===== config.mk =====
export PLATFORM = sky130hd
export DESIGN_NAME = pcie_axi_wr_splitter
export DESIGN_NICKNAME = d
export VERILOG_FILES = /design/src/rtl/pcie_axi_wr_splitter.sv
export SDC_FILE = /design/constraint.sdc
export NUM_CORES = 1
export LEC_CHECK = 0
export ABC_AREA = 1
export BUFFER_PORTS_ARGS = -buffer_cell sky130_fd_sc_hd__buf_2
export CORE_AREA = 2 2 305 307
export DETAILED_ROUTE_END_ITERATION = 7
export DIE_AREA = 0 0 307 309
export PLACE_DENSITY_LB_ADDON = 0.15
export SYNTH_ARGS = -nofsm -noshare
export SYNTH_HDL_FRONTEND = slang
export SYNTH_SLANG_ARGS = --single-unit
export TNS_END_PERCENT = 30

===== constraint.sdc =====
create_clock -name clk -period 8.3 [get_ports clk]
set_input_delay 1.66 -clock clk [delete_from_list [all_inputs] [get_ports clk]]
set_output_delay 1.66 -clock clk [all_outputs]
set_load 0.05 [all_outputs]

===== src/rtl/pcie_axi_wr_splitter.sv =====
// pcie_axi_wr_splitter
// Splits upstream AXI4 INCR write bursts into sub-bursts that stay within one
// MAX_PAYLOAD_SIZE-aligned window, and merges the downstream write responses
// so that every original burst receives exactly one B response.
module pcie_axi_wr_splitter #(
    parameter int ID_WIDTH         = 6,
    parameter int ADDR_WIDTH       = 64,
    parameter int DATA_WIDTH       = 256,
    parameter int MAX_PAYLOAD_SIZE = 128,
    parameter int OUTST_DEPTH_LG2  = 2
) (
    input  logic                    clk,
    input  logic                    rst,

    input  logic                    s_axi_awvalid,
    output logic                    s_axi_awready,
    input  logic [ID_WIDTH-1:0]     s_axi_awid,
    input  logic [ADDR_WIDTH-1:0]   s_axi_awaddr,
    input  logic [7:0]              s_axi_awlen,
    input  logic [2:0]              s_axi_awsize,
    input  logic [1:0]              s_axi_awburst,

    input  logic                    s_axi_wvalid,
    output logic                    s_axi_wready,
    input  logic [DATA_WIDTH-1:0]   s_axi_wdata,
    input  logic [DATA_WIDTH/8-1:0] s_axi_wstrb,
    input  logic                    s_axi_wlast,

    output logic                    s_axi_bvalid,
    input  logic                    s_axi_bready,
    output logic [ID_WIDTH-1:0]     s_axi_bid,
    output logic [1:0]              s_axi_bresp,

    output logic                    m_axi_awvalid,
    input  logic                    m_axi_awready,
    output logic [ID_WIDTH-1:0]     m_axi_awid,
    output logic [ADDR_WIDTH-1:0]   m_axi_awaddr,
    output logic [7:0]              m_axi_awlen,
    output logic [2:0]              m_axi_awsize,
    output logic [1:0]              m_axi_awburst,

    output logic                    m_axi_wvalid,
    input  logic                    m_axi_wready,
    output logic [DATA_WIDTH-1:0]   m_axi_wdata,
    output logic [DATA_WIDTH/8-1:0] m_axi_wstrb,
    output logic                    m_axi_wlast,

    input  logic                    m_axi_bvalid,
    output logic                    m_axi_bready,
    input  logic [ID_WIDTH-1:0]     m_axi_bid,
    input  logic [1:0]              m_axi_bresp
);

    // Beat-granular view of the payload window; offsets are in 32-byte beats.
    localparam int         MPS_BEATS   = MAX_PAYLOAD_SIZE / 32;
    localparam int         MPS_LG2     = $clog2(MAX_PAYLOAD_SIZE);
    localparam int         FIFO_DEPTH  = 1 << OUTST_DEPTH_LG2;
    localparam logic [9:0] MPS_BEATS_W = 10'(MPS_BEATS);
    localparam logic [9:0] OFF_MASK    = 10'(MPS_BEATS - 1);

    typedef enum logic [1:0] {IDLE, AW, W} state_t;

    state_t state, state_next;

    logic [ADDR_WIDTH-1:0] cur_addr;
    logic [8:0]            rem;
    logic [ID_WIDTH-1:0]   cur_id;
    logic [7:0]            sub_len;
    logic [7:0]            beat_cnt;

    logic [9:0] cur_off, room, rem_w, sub_beats;
    logic [7:0] sub_awlen;
    logic [8:0] sub_done, rem_after;
    logic [9:0] in_off, nsub_sum;
    logic [8:0] in_nsub;

    logic aw_in_hs, aw_out_hs, w_hs, mb_hs, sb_hs;

    logic [ID_WIDTH-1:0]        fifo_id   [FIFO_DEPTH];
    logic [8:0]                 fifo_nsub [FIFO_DEPTH];
    logic [OUTST_DEPTH_LG2-1:0] wr_ptr, rd_ptr;
    logic [OUTST_DEPTH_LG2:0]   fifo_cnt;
    logic                       fifo_full, fifo_empty;

    logic [8:0] sub_cnt;
    logic [1:0] acc_resp, merged_resp;

    logic unused_inputs;
    assign unused_inputs = ^{s_axi_awsize, s_axi_awburst, s_axi_wlast, m_axi_bid};

    // Sub-burst sizing: stop at the end of the current payload window or at
    // the end of the original burst, whichever comes first.
    assign cur_off   = cur_addr[14:5] & OFF_MASK;
    assign room      = MPS_BEATS_W - cur_off;
    assign rem_w     = {1'b0, rem};
    assign sub_beats = (rem_w < room) ? rem_w : room;
    assign sub_awlen = 8'(sub_beats - 10'd1);
    assign sub_done  = {1'b0, sub_len} + 9'd1;
    assign rem_after = rem - sub_done;

    // Number of sub-bursts the incoming request will become, stored with its
    // ID so the B merge knows how many downstream responses to wait for.
    assign in_off   = s_axi_awaddr[14:5] & OFF_MASK;
    assign nsub_sum = in_off + {2'b0, s_axi_awlen} + MPS_BEATS_W;
    assign in_nsub  = 9'(nsub_sum >> (MPS_LG2 - 5));

    assign aw_in_hs  = s_axi_awvalid && s_axi_awready;
    assign aw_out_hs = m_axi_awvalid && m_axi_awready;
    assign w_hs      = m_axi_wvalid && m_axi_wready;
    assign mb_hs     = m_axi_bvalid && m_axi_bready;
    assign sb_hs     = s_axi_bvalid && s_axi_bready;

    assign fifo_full  = (fifo_cnt == (OUTST_DEPTH_LG2+1)'(FIFO_DEPTH));
    assign fifo_empty = (fifo_cnt == '0);

    assign m_axi_awid    = cur_id;
    assign m_axi_awaddr  = cur_addr;
    assign m_axi_awsize  = 3'd5;
    assign m_axi_awburst = 2'b01;
    assign m_axi_wdata   = s_axi_wdata;
    assign m_axi_wstrb   = s_axi_wstrb;
    assign m_axi_bready  = !s_axi_bvalid && !fifo_empty;
    assign merged_resp   = (m_axi_bresp > acc_resp) ? m_axi_bresp : acc_resp;

    // FSM state register.
    always_ff @(posedge clk or posedge rst) begin
        if (rst) state <= IDLE;
        else     state <= state_next;
    end

    // FSM next state: accept a request, issue each sub-burst AW, stream its W beats.
    always_comb begin
        state_next = state;
        case (state)
            IDLE: if (aw_in_hs) state_next = AW;
            AW:   if (aw_out_hs) state_next = W;
            W:    if (w_hs && m_axi_wlast) state_next = (rem_after != 9'd0) ? AW : IDLE;
            default: state_next = IDLE;
        endcase
    end

    // FSM outputs: W channel is a straight pass-through while in W.
    always_comb begin
        s_axi_awready = 1'b0;
        m_axi_awvalid = 1'b0;
        m_axi_awlen   = 8'd0;
        m_axi_wvalid  = 1'b0;
        s_axi_wready  = 1'b0;
        m_axi_wlast   = 1'b0;
        case (state)
            IDLE: s_axi_awready = !fifo_full;
            AW: begin
                m_axi_awvalid = 1'b1;
                m_axi_awlen   = sub_awlen;
            end
            W: begin
                m_axi_wvalid = s_axi_wvalid;
                s_axi_wready = m_axi_wready;
                m_axi_wlast  = (beat_cnt == sub_len);
            end
            default: ;
        endcase
    end

    // Burst walker: tracks the address and beats left of the original burst.
    always_ff @(posedge clk or posedge rst) begin
        if (rst) begin
            cur_addr <= '0;
            rem      <= 9'd0;
            cur_id   <= '0;
            sub_len  <= 8'd0;
            beat_cnt <= 8'd0;
        end else begin
            if (aw_in_hs) begin
                cur_addr <= s_axi_awaddr;
                rem      <= {1'b0, s_axi_awlen} + 9'd1;
                cur_id   <= s_axi_awid;
            end
            if (aw_out_hs) begin
                sub_len  <= sub_awlen;
                beat_cnt <= 8'd0;
            end
            if (w_hs) begin
                beat_cnt <= beat_cnt + 8'd1;
                if (m_axi_wlast) begin
                    cur_addr <= cur_addr + (ADDR_WIDTH'(sub_done) << 5);
                    rem      <= rem_after;
                end
            end
        end
    end

    // Outstanding-burst FIFO pointers and occupancy; push and pop may coincide.
    always_ff @(posedge clk or posedge rst) begin
        if (rst) begin
            wr_ptr   <= '0;
            rd_ptr   <= '0;
            fifo_cnt <= '0;
        end else begin
            if (aw_in_hs) wr_ptr <= wr_ptr + OUTST_DEPTH_LG2'(1);
            if (sb_hs)    rd_ptr <= rd_ptr + OUTST_DEPTH_LG2'(1);
            case ({aw_in_hs, sb_hs})
                2'b10:   fifo_cnt <= fifo_cnt + (OUTST_DEPTH_LG2+1)'(1);
                2'b01:   fifo_cnt <= fifo_cnt - (OUTST_DEPTH_LG2+1)'(1);
                default: fifo_cnt <= fifo_cnt;
            endcase
        end
    end

    // Outstanding-burst FIFO storage: original ID and expected sub-burst count.
    always_ff @(posedge clk) begin
        if (aw_in_hs) begin
            fifo_id[wr_ptr]   <= s_axi_awid;
            fifo_nsub[wr_ptr] <= in_nsub;
        end
    end

    // Response merge: keep the worst response across sub-bursts and raise one
    // upstream B once the last sub-burst of the head burst has answered.
    always_ff @(posedge clk or posedge rst) begin
        if (rst) begin
            s_axi_bvalid <= 1'b0;
            s_axi_bid    <= '0;
            s_axi_bresp  <= 2'b00;
            sub_cnt      <= 9'd0;
            acc_resp     <= 2'b00;
        end else begin
            if (sb_hs) s_axi_bvalid <= 1'b0;
            if (mb_hs) begin
                if (sub_cnt + 9'd1 == fifo_nsub[rd_ptr]) begin
                    s_axi_bvalid <= 1'b1;
                    s_axi_bid    <= fifo_id[rd_ptr];
                    s_axi_bresp  <= merged_resp;
                    sub_cnt      <= 9'd0;
                    acc_resp     <= 2'b00;
                end else begin
                    sub_cnt  <= sub_cnt + 9'd1;
                    acc_resp <= merged_resp;
                end
            end
        end
    end

endmodule


==> out/metrics.yaml, run 1 <==
wire_per_inst_um: 20.4
setup_tns_ns: 0
overflow: 0
portBuffers: 180
critical_path.endpoint_type: "output port"
endpoint: "m_axi_awlen[2]"
avgSynthCellArea_um2: 7.06
die_h_um: 309
synth_cell_type_count: 46
grt_first_pass_wirelength_um: 88600
min_path_type: "reg2reg"
die-area_mm2: 0.0949
cts_tree: "yes"
r2r-start: "sub_len[1]"
drtPass1Iterations: 5
final.fill_count: 10600
synth_most_common_cell: "nand2_1"
die_x_um: 307
synthTopCellsByCount: "nand2_1, buf_4, inv_1, nor2_1, dfrtp_1"
antenna_found_initial: 11
clk_pin_slew_worst_paths_ns: 0.09
ctsHoldBuffers: 0
clock_skew_ns: 0.0186
area_growth_pct: 4.57
reg2regPathDepth: 20
relSlewSlack_pct: 40.4
drt_wl_total_um: 62400
power_density_mw_per_mm2: 374
rr_endpoint: "m_axi_awaddr[55]"
cts_max_level: 4
grt_use_total_pct: 13.0
slew_violations: 0
rsz0062_at_grt: "false"
cts-root-buf: "clkbuf_16"
cts_buffer_depth: 2
ys_seq_area_share_pct: 33.5
drive_gt1_share_pct: 14.3
fin_area_mm2: 0.0146
tightest_slew_ns: 0.894
finalNetCount: 2275
vias: 11900
initial_core_util_pct: 15.3
worstSkewPairLatency_ns: 0.50
place_area_mm2: 0.0140
fp-row-count: 111
max-vdd-ir-drop_uv: 177
min_from: "fifo_cnt[0]"
period_share_pct: 59.9
yosys.area.top_type: "dfrtp_1"
hold_ws_ns: 0.474
synth-seq-cells: 176
maxCapViolations: 0
cp.arrival_ns: 3.31
synth_flop_cell: "dfrtp_1"
r2r_slack_ns: 4.70
fmax_mhz: 201
synth_edf_count: 52
synthTopCellsByArea: "dfrtp_1, nand2_1, buf_4"
critPathMaxFanout: 5
hpwl_um: 48800
cp-startpoint: "m_axi_awaddr[5]"
cts_resized: 0
via_per_inst: 3.90
synthCells: 1976
ant_nets: 0
period_needed_ns: 4.97
async_flop_share_pct: 70.5
cts-buffers-inserted: 17
status: "completed"
finalSetupViolCount: 0
syn_area_mm2: 0.0139
crit_type: "reg2out"
hold_violations: 0
dr.first_iter.drc_count: 685
post-route-drc-count: 0
critPathLaunchType: "flip-flop"
synth_top_area_share_pct: 22.3
core_mm2: 0.0914
num_io_pins: 774
clkSinkCount: 176
grt_pass1_vias: 12200
leakagePower_nw: 6.83
critPathRequiredTime_ns: 6.64
postCtsSetupRepairBufs: 0
gp_congestion: 0.814
synth.yosys.warnings: 0
grt_max_degree: 71
==> critical path, cell delays in order, from the launching register on <==
cell and delay [ns]:
dfrtp_1 0.40, inv_1 0.09, ha_1 0.28, inv_1 0.05, ha_1 0.26, a21boi_0 0.12, o21ai_0 0.24, nand2_1 0.17
o21ai_1 0.37, ha_1 0.27, inv_1 0.08, nand2_1 0.09, nand2_1 0.06, nor2_1 0.07, buf_2 0.26
==> flip-flops by register name, summed over array words and instances, names as in the netlist <==
signal,cells
m_axi_awaddr,64
fifo_nsub,28
fifo_id,24
rem,9
sub_cnt,9
beat_cnt,8
sub_len,8
m_axi_awid,6
s_axi_bid,6
fifo_cnt,3
acc_resp,2
rd_ptr,2
s_axi_bresp,2
state,2
wr_ptr,2
s_axi_bvalid,1
==> logic make-up after synthesis <==
group	count (synthesis)	synth area share [%]
simple gates	1004	30.2
buf+inv	529	22.6
compound gates	178	7.05
flops	176	33.5
xor+xnor	44	2.76
fa+ha+maj	37	3.48
mux	6	0.431
other cells	2	0.0539
==> per-layer routing <==
layer	share of wire [%]	track usage (%)
met5	0.60	2.63
met4	1.5	3.29
met3	12	7.95
met2	45	20.1
met1	41	15.0
==> final cells by class <==
cell class | count | area, µm² | share of cell area [%]
Antenna cell | 2 | 5.00 | 0.0343
Clock buffer | 18 | 429 | 2.94
Clock inverter | 14 | 143 | 0.978
Inverter | 192 | 727 | 4.99
Multi-Input combinational cell | 1274 | 6160 | 42.2
Sequential cell | 176 | 4660 | 32.0
Tap cell | 1186 | 1480 | 10.2
Timing Repair Buffer | 189 | 968 | 6.64
==> cell usage in the layout (no fill, tap or decap), types with 3 or more instances in the layout <==
cell type / n
nor3_1: 30
buf_2: 180
dfrtp_1: 124
xor2_1: 33
o21ai_0: 110
inv_6: 8
o21ai_1: 9
nand3b_1: 7
inv_1: 180
buf_4: 9
ha_1: 34
conb_1: 5
nand2_1: 629
o22ai_1: 8
nor3_2: 4
fa_1: 3
edfxtp_1: 52
a21oi_1: 19
nand3_1: 116
clkbuf_16: 17
inv_2: 9
mux2i_1: 6
or2_2: 10
xnor2_1: 11
nor2_2: 9
nand4_1: 34
nor2_1: 148
o211ai_1: 20
nand2_2: 4
==> report_power, final <==
| part | internal [mW] | leakage, nW | switching, mW |
|---|---|---|---|
| logic | 0.824 | 4.55 | 2.20 |
| clock network | 0.424 | 0.285 | 0.435 |
| registers | 1.18 | 2.00 | 0.390 |
| total | 2.43 | 6.83 | 3.03 |
==> worst min path at each step <==
stage	endpoint	cells past startpoint
global placement	m_axi_awid[5]	2
global route	s_axi_bresp[0]	2
floorplan	fifo_cnt[0]	1
finish	fifo_cnt[0]	1
CTS	fifo_cnt[0]	1
detailed placement	fifo_cnt[0]	1
==> per-stage QoR <==
step	util, %	cells	worst slack (ns)	power [mW]
after global placement	15.3	3017	3.83	4.65
after floorplan	-	1979	3.16	4.04
after CTS	15.9	3049	3.21	5.57
after global routing	15.9	3049	2.95	5.94
final	16.0	3051	3.33	5.46
after detailed placement	15.3	3017	3.80	4.66
No activity file was read; power rests on OpenSTA's default activity.
==> run 2: changes to the inputs <==
clock period = 4.2 ns   (was 8.3 ns; I/O delays follow)
==> run 2 against run 1 <==
Compared with the run above:
- clock power is 96% higher
- combinational power is 98% higher
- critical path type unchanged
- non-clock buffer count is 4 higher
==> out/metrics.yaml, run 2 (synthesis results as in run 1) <==
status: "completed"
dp_slack_ns: 0.560
drt_wl_total_um: 62100
critPathLaunchType: "flip-flop"
maxCapViolations: 0
p_total_mw: 10.8
multi_input_area_mm2: 0.00619
regArea_mm2: 0.00466
drtPass1Iterations: 6
final_common_cell: "nand2_1"
clk_pin_slew_worst_paths_ns: 0.07
tightest_slew_ns: 0.917
antenna_found_initial: 10
cts_max_level: 4
cts_buffer_depth: 2
grt_first_pass_wirelength_um: 88200
grt_max_degree: 76
via_per_inst: 3.91
max-vdd-ir-drop_uv: 306
worstSkewPairLatency_ns: 0.50
drive_gt1_share_pct: 14.7
fp-row-count: 111
crit_type: "reg2out"
portBuffers: 180
die_h_um: 309
die_x_um: 307
cp_top_family: "adder cells"
min_path_type: "reg2reg"
final_core_util_pct: 16.1
wire_per_inst_um: 20.3
postCtsSetupRepairBufs: 0
cts_tree: "yes"
post-route-drc-count: 0
fin_ws_ns: 0.207
p_switching_mw: 5.95
die-area_mm2: 0.0949
leakagePower_nw: 6.86
fin_area_mm2: 0.0147
clkPwrFrac_pct: 15.5
period_share_pct: 95.1
cpPeakStageDelay_ns: 0.40
crit_path_top_delay_cell: "dfrtp_1"
hold_violations: 0
cts-root-buf: "clkbuf_16"
largest_reg_flops: 64
dp_cells: 3021
area_growth_pct: 5.22
cts-buffers-inserted: 17
initial_core_util_pct: 15.3
critPathRequiredTime_ns: 3.36
power_density_mw_per_mm2: 737
place_area_mm2: 0.0141
switching_share_pct: 55.1
grt_use_total_pct: 12.9
path_buf_inv: 4
grt_pass1_vias: 12200
dr.first_iter.drc_count: 632
p_int_mw: 4.86
r2r_slack_ns: 0.77
setup_tns_ns: 0
final_cells: 3055
pwr-share-seq_pct: 29.0
clock_skew_ns: 0.0177
cp.arrival_ns: 3.15
final.fill_count: 10600
overflow: 0
critPathMaxFanout: 5
fmax_mhz: 250
num_io_pins: 774
relSlewSlack_pct: 38.8
p_comb_share_pct: 55.5
clkSinkCount: 176
critical_path.endpoint_type: "output port"
core_mm2: 0.0914
final_cell_mix: "nand2_1, inv_1, buf_2, nor2_1, dfrtp_1"
slew_violations: 0
crit_chain: "inv_1, ha_1, inv_1, ha_1, a21boi_0, o21ai_0, nand2_2, o21ai_4, ha_1, inv_1, nand2_1, nand2_1, nor2_1, buf_2"
vias: 12000
gp_congestion: 0.819
hpwl_um: 49300
ant_nets: 0
finalNetCount: 2279
period_needed_ns: 3.99
finalSetupViolCount: 0
hold_ws_ns: 0.474
-- run 2: metal layers --
| metal | track usage [%] | vias up | wire length [µm] |
|---|---|---|---|
| li1 | - | 5743 | - |
| met1 | 15.1 | 5534 | 25000 |
| met3 | 7.48 | 67 | 8010 |
| met5 | 2.63 | - | 352 |
| met4 | 3.37 | 10 | 1090 |
| met2 | 19.9 | 597 | 27700 |
-- run 2: cell type report --
cell class | instances | area share [%]
Multi-Input combinational cell | 1274 | 42.2
Sequential cell | 176 | 31.8
Tap cell | 1186 | 10.1
Timing Repair Buffer | 193 | 6.99
Inverter | 192 | 4.96
Clock buffer | 18 | 3.07
Clock inverter | 14 | 0.870
Antenna cell | 2 | 0.0341
-- run 2: path summary, 6_finish.rpt --
kind	start	end	depth (start not counted)
setup reg to reg	sub_len[2]	m_axi_awaddr[55]	19
hold reg to reg	fifo_cnt[0]	fifo_cnt[0]	1
min in group asynchronous	rst	rem[5]	2
setup / recovery	m_axi_awaddr[6]	m_axi_awlen[2]	14
hold / removal	fifo_cnt[0]	fifo_cnt[0]	1
max in group asynchronous	rst	m_axi_awaddr[16]	3
-- run 2: timing repair --
| action | 4_1_cts | 5_1_grt |
|---|---|---|
| setup endpoints to repair | 2 | 3 |
| gates resized for setup | 1 | 5 |
| hold buffers | 0 | 0 |
-- run 2: power by group through the flow --
stage	registers (mW)	logic (mW)	clock network, mW
2_1_floorplan	3.98	4.01	0
3_5_place_dp	3.17	6.05	0
3_3_place_gp	3.17	6.03	0
6_report	3.13	6.00	1.68
4_1_cts	3.14	6.08	1.78
5_1_grt	3.23	6.73	1.82
==> run 3: changes to the inputs <==
ABC_AREA = not set   (was 1)
CORE_AREA = 2 2 302 304   (was 2 2 305 307)
DIE_AREA = 0 0 304 306   (was 0 0 307 309)
REMOVE_ABC_BUFFERS = 1   (was not set)
==> run 3 against run 2 <==
Compared with the run above:
- sequential power about the same
- sequential cell count stayed put
- largest power group unchanged
- via count fell by 12%
- largest cell class unchanged
- wire length rose by 130%
- critical path depth fell by 2
- critical path type unchanged
- combinational power down 5.3%
- sequential share of layout area up 3.4 points
- highest routed layer unchanged
- synthesized cell count decreased by 34%
- fmax up 0.70%
- global-route usage rose by 17 points
==> out/metrics.yaml, run 3 <==
synth.yosys.warnings: 0
maxCapViolations: 0
path_buf_inv: 4
r2r-start: "sub_len[0]"
portBuffers: 180
synth_flop_cell: "dfrtp_1"
final_core_util_pct: 14.8
synthTopCellsByCount: "buf_4, nand2_1, dfrtp_1, nor2_1, o21ai_0"
power_density_mw_per_mm2: 801
critPathMaxFanout: 6
gp_congestion: 1.35
crit_chain: "inv_1, ha_4, inv_1, ha_1, a21boi_0, o21ai_1, nand3_2, mux2i_2, ha_2, buf_4, and3_1, clkbuf_4"
crit_cells: 12
period_share_pct: 94.4
cpPeakStageDelay_ns: 0.44
overflow: 0
fp-row-count: 110
crit_path_top_delay_cell: "dfrtp_2"
endpoint: "m_axi_awlen[6]"
setup_tns_ns: 0
path_common_cell: "inv_1"
post-route-drc-count: 0
cts_max_level: 4
async_flop_share_pct: 70.5
critPathRequiredTime_ns: 3.36
final_cells: 2389
synth_edf_count: 52
core_mm2: 0.0896
cp-startpoint: "m_axi_awaddr[5]"
synthCells: 1307
via_per_inst: 4.38
ant_nets: 0
rr_endpoint: "m_axi_awaddr[34]"
hpwl_um: 131000
ys_seq_area_share_pct: 37.9
crit_type: "reg2out"
finalSetupViolCount: 0
drt_wl_total_um: 143000
relSlewSlack_pct: 30.3
critical_path.endpoint_type: "output port"
synthTopCellsByArea: "dfrtp_1, buf_4, edfxtp_1"
vias: 10500
rsz0062_at_grt: "false"
cp.arrival_ns: 3.13
clock_skew_ns: 0.0115
syn_area_mm2: 0.0123
grt_first_pass_wirelength_um: 169000
reg2regPathDepth: 12
synth_cell_type_count: 76
period_needed_ns: 3.97
slew_violations: 0
leakagePower_nw: 5.32
cts_buffer_depth: 2
drive_gt1_share_pct: 23.9
drtPass1Iterations: 5
grt_pass1_vias: 10000
area_growth_pct: 7.60
die_x_um: 304
largest_reg_flops: 64
synth_most_common_cell: "buf_4"
dr.first_iter.drc_count: 808
postCtsSetupRepairBufs: 0
finalNetCount: 1617
grt_max_degree: 64
status: "completed"
clkSinkCount: 176
die_h_um: 306
wire_per_inst_um: 60.0
cts_resized: 6
fmax_mhz: 252
clk_pin_slew_worst_paths_ns: 0.07
worstSkewPairLatency_ns: 0.51
r2r_slack_ns: 0.63
avgSynthCellArea_um2: 9.42
initial_core_util_pct: 13.7
antenna_found_initial: 23
synth-seq-cells: 176
cp_top_family: "adder cells"
tightest_slew_ns: 1.04
final_cell_mix: "buf_2, nand2_1, dfrtp_1, nor2_1, o21ai_0"
ctsHoldBuffers: 0
hold_ws_ns: 0.430
die-area_mm2: 0.0930
max-vdd-ir-drop_uv: 410
grt_use_total_pct: 30.4
final_common_cell: "buf_2"
hold_violations: 0
synth_top_area_share_pct: 25.2
dp_cells: 2349
cts-buffers-inserted: 17
cts_tree: "yes"
cts-root-buf: "clkbuf_16"
yosys.area.top_type: "dfrtp_1"
critPathLaunchType: "flip-flop"
num_io_pins: 774
min_path_type: "in2async"
final.fill_count: 10100
-- run 3: how the worst min path moves through the flow --
stage	startpoint	end	slack, ns	cells after the start
finish	rst	m_axi_awaddr[1]	0.43	2
global route	rst	m_axi_awaddr[3]	0.47	2
CTS	rst	m_axi_awaddr[4]	0.45	2
detailed placement	m_axi_awaddr[3]	m_axi_awaddr[3]	0.46	2
global placement	m_axi_awaddr[4]	m_axi_awaddr[4]	0.46	2
floorplan	acc_resp[1]	acc_resp[1]	0.45	2
-- run 3: where the power goes --
part	internal [mW]	switching, mW
Combinational	1.82	3.86
Sequential	2.35	0.757
Clock	0.945	0.870
-- run 3: final cells by class --
class | instances | area (µm²) | share of cell area (%)
clock buffers | 17 | 425 | 3.21
multi-input cells | 745 | 5160 | 38.9
well taps | 1176 | 1470 | 11.1
inverters | 44 | 170 | 1.28
diodes | 8 | 20.0 | 0.151
clock inverters | 15 | 185 | 1.40
flip-flops and latches | 176 | 4670 | 35.2
repair buffers | 208 | 1150 | 8.70
-- run 3: cells by family after synthesis --
logic type      count (synthesis)  synth area share, %
buf+inv                       389                 21.0
simple gates                  363                 14.2
xor+xnor                       59                 4.42
mux                            40                 4.81
flops                         176                 37.9
fa+ha+maj                      37                 3.94
other cells                     2               0.0610
compound gates                241                 13.6
-- run 3: metrics by stage --
stage                     instance area (µm²)  setup slack (ns)  power, mW
final                                   13200             0.234       10.6
after global routing                    13200            0.0287       11.3
after CTS                               13200           0.00149       10.7
after detailed placement                12500             0.430       8.79
after global placement                  12500             0.472       8.79
after floorplan                          9900             -1.45       6.81
-- run 3: layer usage --
layer | vias up | global-route usage, % | wire (µm)
li1 | 4124 | - | -
met1 | 4791 | 13.9 | 23700
met2 | 1324 | 48.3 | 64700
met3 | 177 | 41.5 | 41500
met4 | 58 | 20.0 | 11200
met5 | - | 17.7 | 2350
